### config.mk
export PLATFORM = sky130hd
export DESIGN_NAME = alu_issue_wb
export DESIGN_NICKNAME = d
export VERILOG_FILES = /design/src/rtl/fusion_alu_pkg.sv /design/src/rtl/alu_op_class.sv /design/src/rtl/alu_issue_wb.sv
export SDC_FILE = /design/constraint.sdc
export NUM_CORES = 1
export LEC_CHECK = 0
export ABC_AREA = 1
export ABC_CLOCK_PERIOD_IN_PS = 1900
export BUFFER_PORTS_ARGS = -buffer_cell sky130_fd_sc_hd__clkbuf_2
export CORE_MARGIN = 1
export CORE_UTILIZATION = 45
export DETAILED_ROUTE_END_ITERATION = 16
export PLACE_DENSITY_LB_ADDON = 0.12
export SKIP_CTS_REPAIR_TIMING = 1
export SLEW_MARGIN = 0
export SYNTH_ARGS = -nofsm -noshare
export SYNTH_HDL_FRONTEND = slang
export SYNTH_SLANG_ARGS = --single-unit
### constraint.sdc
create_clock -name clk -period 1.9 [get_ports clk]
set_clock_uncertainty 0.05 [all_clocks]
set_input_delay 0 -clock clk [delete_from_list [all_inputs] [get_ports clk]]
set_output_delay 0 -clock clk [all_outputs]
set_load 0.02 [all_outputs]
### src/rtl/fusion_alu_pkg.sv
// Shared definitions for the ALU issue/write-back sequencer: op codes, flag bit positions, FSM states.
// Latency: none (declarations only).
// Backpressure: none (declarations only).
package fusion_alu_pkg;

   // ALU op codes; anything not listed here is reserved
   localparam logic [4:0] OP_NOP = 5'd0;
   localparam logic [4:0] OP_AND = 5'd1;
   localparam logic [4:0] OP_OR  = 5'd2;
   localparam logic [4:0] OP_XOR = 5'd3;
   localparam logic [4:0] OP_NOT = 5'd4;
   localparam logic [4:0] OP_SHL = 5'd5;
   localparam logic [4:0] OP_SHR = 5'd6;
   localparam logic [4:0] OP_SCR = 5'd7;
   localparam logic [4:0] OP_CMP = 5'd8;
   localparam logic [4:0] OP_ADD = 5'd16;
   localparam logic [4:0] OP_SUB = 5'd17;
   localparam logic [4:0] OP_INC = 5'd18;
   localparam logic [4:0] OP_DEC = 5'd19;

   // Bit positions inside the architectural flags register
   localparam int FLAG_CARRY = 0;
   localparam int FLAG_OVF   = 1;
   localparam int FLAG_NEG   = 2;
   localparam int FLAG_PAR   = 3;
   localparam int FLAG_ZERO  = 4;
   localparam int FLAG_W     = 5;

   // Sequencer states: one instruction walks IDLE -> READ -> EXEC -> WB
   typedef enum logic [1:0] {
      ST_IDLE = 2'd0,
      ST_READ = 2'd1,
      ST_EXEC = 2'd2,
      ST_WB   = 2'd3
   } state_t;

   // Decoded op code class
   typedef struct packed {
      logic nop;
      logic writeback;
      logic carry_update;
      logic illegal;
   } op_class_t;

endpackage

### src/rtl/alu_op_class.sv
// Classifies an ALU op code into nop / write-back / carry-updating / reserved.
// Latency: purely combinational.
// Backpressure: none; follows its input every cycle.
module alu_op_class
   import fusion_alu_pkg::*;
#(
   parameter int OP_W = 5
) (
   input  logic [OP_W-1:0] op_code,
   output logic            is_nop,
   output logic            is_writeback,
   output logic            is_carry_update,
   output logic            is_illegal
);

   // Decode the op code; every unlisted encoding is reserved
   always_comb begin
      is_nop          = 1'b0;
      is_writeback    = 1'b0;
      is_carry_update = 1'b0;
      is_illegal      = 1'b0;
      case (op_code)
         OP_W'(OP_NOP): is_nop = 1'b1;
         OP_W'(OP_AND), OP_W'(OP_OR),  OP_W'(OP_XOR), OP_W'(OP_NOT),
         OP_W'(OP_SHL), OP_W'(OP_SHR), OP_W'(OP_SCR), OP_W'(OP_CMP):
            is_writeback = 1'b1;
         OP_W'(OP_ADD), OP_W'(OP_SUB): begin
            is_writeback    = 1'b1;
            is_carry_update = 1'b1;
         end
         OP_W'(OP_INC), OP_W'(OP_DEC):
            is_writeback = 1'b1;
         default: is_illegal = 1'b1;
      endcase
   end

endmodule

### src/rtl/alu_issue_wb.sv
// Sequences one decoded ALU instruction through register read, ALU execute and write-back; owns the flags register.
// Latency: handshake at cycle T, rf_we/done at T+3, next accept at T+4 (one instruction per 4 cycles).
// Backpressure: in_ready is high only in IDLE; decode must hold a pending instruction stable while it is low.
module alu_issue_wb
   import fusion_alu_pkg::*;
#(
   parameter int DATA_W     = 32,
   parameter int REG_ADDR_W = 5,
   parameter int OP_W       = 5
) (
   input  logic                  clk,
   input  logic                  rst,
   input  logic                  in_valid,
   output logic                  in_ready,
   input  logic [OP_W-1:0]       in_op_code,
   input  logic [REG_ADDR_W-1:0] in_rs_a,
   input  logic [REG_ADDR_W-1:0] in_rs_b,
   input  logic [REG_ADDR_W-1:0] in_rd,
   output logic [REG_ADDR_W-1:0] rf_raddr_a,
   output logic [REG_ADDR_W-1:0] rf_raddr_b,
   input  logic [DATA_W-1:0]     rf_rdata_a,
   input  logic [DATA_W-1:0]     rf_rdata_b,
   output logic [DATA_W-1:0]     alu_op_a,
   output logic [DATA_W-1:0]     alu_op_b,
   output logic [OP_W-1:0]       alu_op_code,
   input  logic [DATA_W-1:0]     alu_out,
   input  logic                  alu_flag_carry,
   input  logic                  alu_flag_overflow,
   input  logic                  alu_flag_parity,
   input  logic                  alu_flag_neg,
   output logic                  rf_we,
   output logic [REG_ADDR_W-1:0] rf_waddr,
   output logic [DATA_W-1:0]     rf_wdata,
   output logic [4:0]            flags_q,
   output logic                  done,
   output logic                  err_illegal
);

   state_t                  state;
   logic [OP_W-1:0]         op_q;        // op code of the instruction in flight
   logic [REG_ADDR_W-1:0]   rd_q;        // destination of the instruction in flight
   logic [DATA_W-1:0]       res_q;       // ALU result captured at the end of EXEC
   logic                    carry_cap;   // ALU flags captured alongside res_q
   logic                    ovf_cap;
   logic                    neg_cap;
   logic                    par_cap;
   op_class_t               cls;
   logic                    unused_nop;

   // Classification is taken from the captured op code so it is stable for the whole instruction
   alu_op_class #(
      .OP_W (OP_W)
   ) u_op_class (
      .op_code         (op_q),
      .is_nop          (cls.nop),
      .is_writeback    (cls.writeback),
      .is_carry_update (cls.carry_update),
      .is_illegal      (cls.illegal)
   );

   // NOP needs no action of its own: it simply is neither write-back nor illegal
   assign unused_nop = cls.nop;

   assign in_ready = (state == ST_IDLE);

   // Read addresses go out in the accept cycle so data arrives for READ; zero otherwise
   assign rf_raddr_a = (state == ST_IDLE && in_valid && !rst) ? in_rs_a : '0;
   assign rf_raddr_b = (state == ST_IDLE && in_valid && !rst) ? in_rs_b : '0;

   // The captured result doubles as the write-back data
   assign rf_wdata = res_q;

   // Instruction sequencer: state, operand/result capture, write-back strobes and flags
   always_ff @(posedge clk) begin
      if (rst) begin
         state       <= ST_IDLE;
         op_q        <= '0;
         rd_q        <= '0;
         res_q       <= '0;
         carry_cap   <= 1'b0;
         ovf_cap     <= 1'b0;
         neg_cap     <= 1'b0;
         par_cap     <= 1'b0;
         alu_op_a    <= '0;
         alu_op_b    <= '0;
         alu_op_code <= '0;
         rf_we       <= 1'b0;
         rf_waddr    <= '0;
         flags_q     <= '0;
         done        <= 1'b0;
         err_illegal <= 1'b0;
      end else begin
         // Strobes are single-cycle; only the EXEC->WB transition raises them
         rf_we       <= 1'b0;
         done        <= 1'b0;
         err_illegal <= 1'b0;
         case (state)
            ST_IDLE: begin
               if (in_valid) begin
                  op_q  <= in_op_code;
                  rd_q  <= in_rd;
                  state <= ST_READ;
               end
            end
            ST_READ: begin
               // Register file data is valid now; present it to the ALU for EXEC
               alu_op_a    <= rf_rdata_a;
               alu_op_b    <= rf_rdata_b;
               alu_op_code <= op_q;
               state       <= ST_EXEC;
            end
            ST_EXEC: begin
               res_q       <= alu_out;
               carry_cap   <= alu_flag_carry;
               ovf_cap     <= alu_flag_overflow;
               neg_cap     <= alu_flag_neg;
               par_cap     <= alu_flag_parity;
               // Back to NOP outside EXEC; operands keep their last values
               alu_op_code <= '0;
               rf_waddr    <= rd_q;
               // Register 0 is hardwired zero, so never write it
               rf_we       <= cls.writeback && (rd_q != '0);
               done        <= 1'b1;
               err_illegal <= cls.illegal;
               state       <= ST_WB;
            end
            ST_WB: begin
               // Flags follow write-back-class ops only, even when rd is register 0
               if (cls.writeback) begin
                  if (cls.carry_update) begin
                     flags_q[FLAG_CARRY] <= carry_cap;
                  end
                  flags_q[FLAG_OVF]  <= ovf_cap;
                  flags_q[FLAG_NEG]  <= neg_cap;
                  flags_q[FLAG_PAR]  <= par_cap;
                  flags_q[FLAG_ZERO] <= (res_q == '0);
               end
               state <= ST_IDLE;
            end
            default: state <= ST_IDLE;
         endcase
      end
   end

endmodule

==> run metrics <==
area leader, netlist dfxtp_1; ANT cells 0; Ys Warns 0; CTS tree built; Least-Margin Pin Slew 0.507 ns; Layout area overhead 62.2%; placed insts 988; wire per inst 13.5 microns; fillers 760; first-pass GRT wire length 21.1 mm; vias in the first global route 4,746; Cell Area, Synth 4880 sq um; Vias 5,470; CTS clk-pin slew, worst paths 0.06 ns; Initial DRC Count 311; initial antenna violation count 0; Cell Pwr Density 1550 nW/um^2; Hold Crit Start rf_rdata_b[26]; r2r setup slk 0.36 ns; share of post-route cells with drive strength above 1 31.1%; clock sinks 130; drt pass-1 iters 5; period utilization 94.9%; most frequent cells in the layout 237 x clkbuf_2, 196 x nor2_1, 130 x dfxtp_1; worst reg2reg startpoint state[0]$_SDFFE_PP0P_; synth unique cells 24; Final ANT Viol Nets 0; Post-Route Utilization 76.0%; dpl hpwl 9.26 mm; critical path class flip-flop to output port; Port Buf Inserts 247; Post-Syn Nets 762; Top Ports 248; RSZ-0062 raised after global routing true; # nets final 1,111; Yosys reg bits 130; Tmin final 1.80 ns; largest net degree at the start of global routing 57; Final Instance Count excl. Fillers 1,131; starting density of the core 46.9%; routability cong. 0.774; max_slew headroom 66.2%; CTS Root Cell clkbuf_8; total wire length 15.3 mm; Via density 4.84; Required @ worst endpoint 1.85 ns; top cells by area, synth dfxtp_1 53%, nor2_1 15%, o21ai_1 6.9%; CTS H-tree depth 4; endpoints failing setup 0; RR Endpoint rf_wdata[29]$_SDFFE_PP0P_; commonest non-fill, non-tap cell in the layout clkbuf_2; Leak 3.96 nW; MaxCap Viol Count 0; die height 106 microns; Synth Instances 634; crit path DAT 1.75 ns; status completed; Peak Freq 555 MHz; number of buffers created by CTS 17; Worst Setup SP state[0]$_SDFFE_PP0P_; peak supply drop 864 uV; chip width 106 microns; die footprint 11,300 sq um; sequential element share of the synthesized area 53.3%; Final Max Slew Viols 0; Yosys top cell area share 53.3%; worst hold path type input pin to flip-flop; GRT overflow 0; CP endpoint kind output port; Core ar. 10,400 sq um; Tot GR Track Use 23.4%; std cell rows 37; syn_area_per_cell 7.70 sq um; CP Max Fanout 10; Worst-Skew Late Latency 0.50 ns; worst setup path end rf_raddr_a[3]; CTS Buffer Depth 2; CP startpoint kind flip-flop; Final Hold Fails 0; Remaining DRCs 0; R2R cell count 6
[layer usage]
layer	global-route usage, %	routed length, microns	vias to the layer above
met5	0	0	-
met4	10.6	349	0
met3	7.66	1160	35
met2	40.4	7800	236
met1	26.1	5990	2480
li1	-	-	2719
[state kept, by name, indices dropped and copies added, names as in the netlist]
register,count
carry_cap,1
par_cap,1
op_q,5
rf_we,1
alu_op_code,5
done,1
alu_op_b,32
flags_q,5
state,2
alu_op_a,32
neg_cap,1
rf_wdata,32
rf_waddr,5
rd_q,5
ovf_cap,1
err_illegal,1
[power by group]
| group | total [mW] | internal (mW) | switching (mW) | leakage (nW) |
|---|---|---|---|---|
| logic | 4.82 | 1.64 | 3.19 | 2.60 |
| clock network | 3.21 | 2.08 | 1.13 | 0.292 |
| registers | 4.22 | 3.68 | 0.545 | 1.07 |
| total | 12.3 | 7.40 | 4.87 | 3.96 |
[worst min-delay path by stage]
stage | endpoint | slack, ns | depth (start not counted)
floorplan | rf_raddr_a[0] | 0.07 | 2
global placement | alu_op_b[7]$_SDFFE_PP0N_ | 0.17 | 3
detailed placement | alu_op_b[3]$_SDFFE_PP0N_ | 0.18 | 3
CTS | alu_op_b[3]$_SDFFE_PP0N_ | -0.36 | 3
global route | alu_op_b[26]$_SDFFE_PP0N_ | 0.20 | 4
finish | alu_op_b[26]$_SDFFE_PP0N_ | 0.21 | 4
[synthesized netlist by cell type, drive strengths merged]
cell type / count
buf: 33
nand4: 2
dfxtp: 130
a21oi: 37
o22ai: 4
nand3: 4
o311ai: 1
nor2: 202
nor3: 2
nand2: 27
clkbuf: 5
a211oi: 1
o21ai: 121
inv: 60
ha: 5
[per-stage QoR]
step	setup WS, ns	power (mW)	cell area [sq um]	hold slack, ns	setup TNS (ns)
6_report	0.0973	12.3	7920	0.207	0
5_1_grt	-0.0258	13.0	7920	0.201	-0.0536
4_1_cts	-0.0371	12.0	6760	-0.355	-0.286
3_5_place_dp	0.349	8.76	6170	0.177	0
3_3_place_gp	0.472	8.65	6170	0.173	0
2_1_floorplan	0.404	7.25	4880	0.0694	0
[area by class of cell]
cell class                      instances  area [sq um]  share of cell area, %
Sequential cell                       130          2600                   32.9
Timing Repair Buffer                  368          2480                   31.4
Multi-Input combinational cell        406          1840                   23.3
Clock buffer                           20           455                   5.75
Inverter                               60           228                   2.88
Tap cell                              136           170                   2.15
Clock inverter                         11           135                   1.71
[critical path, cell delays in order, from the launching register on]
cell and delay [ns]:
dfxtp_1 0.34, inv_2 0.09, ha_2 0.19, nand2_1 0.08, inv_2 0.11, nand2_4 0.11, nor2_1 0.16, buf_4 0.17
[logic make-up after synthesis]
group | count (synthesis) | synth area share (%)
adders and majority gates | 5 | 1.28
DFF | 130 | 53.3
buffers and inverters | 98 | 9.30
and+or+nand+nor | 237 | 19.0
AOI/OAI and AO/OA | 164 | 17.0
Power figures use the tool's default switching activity.
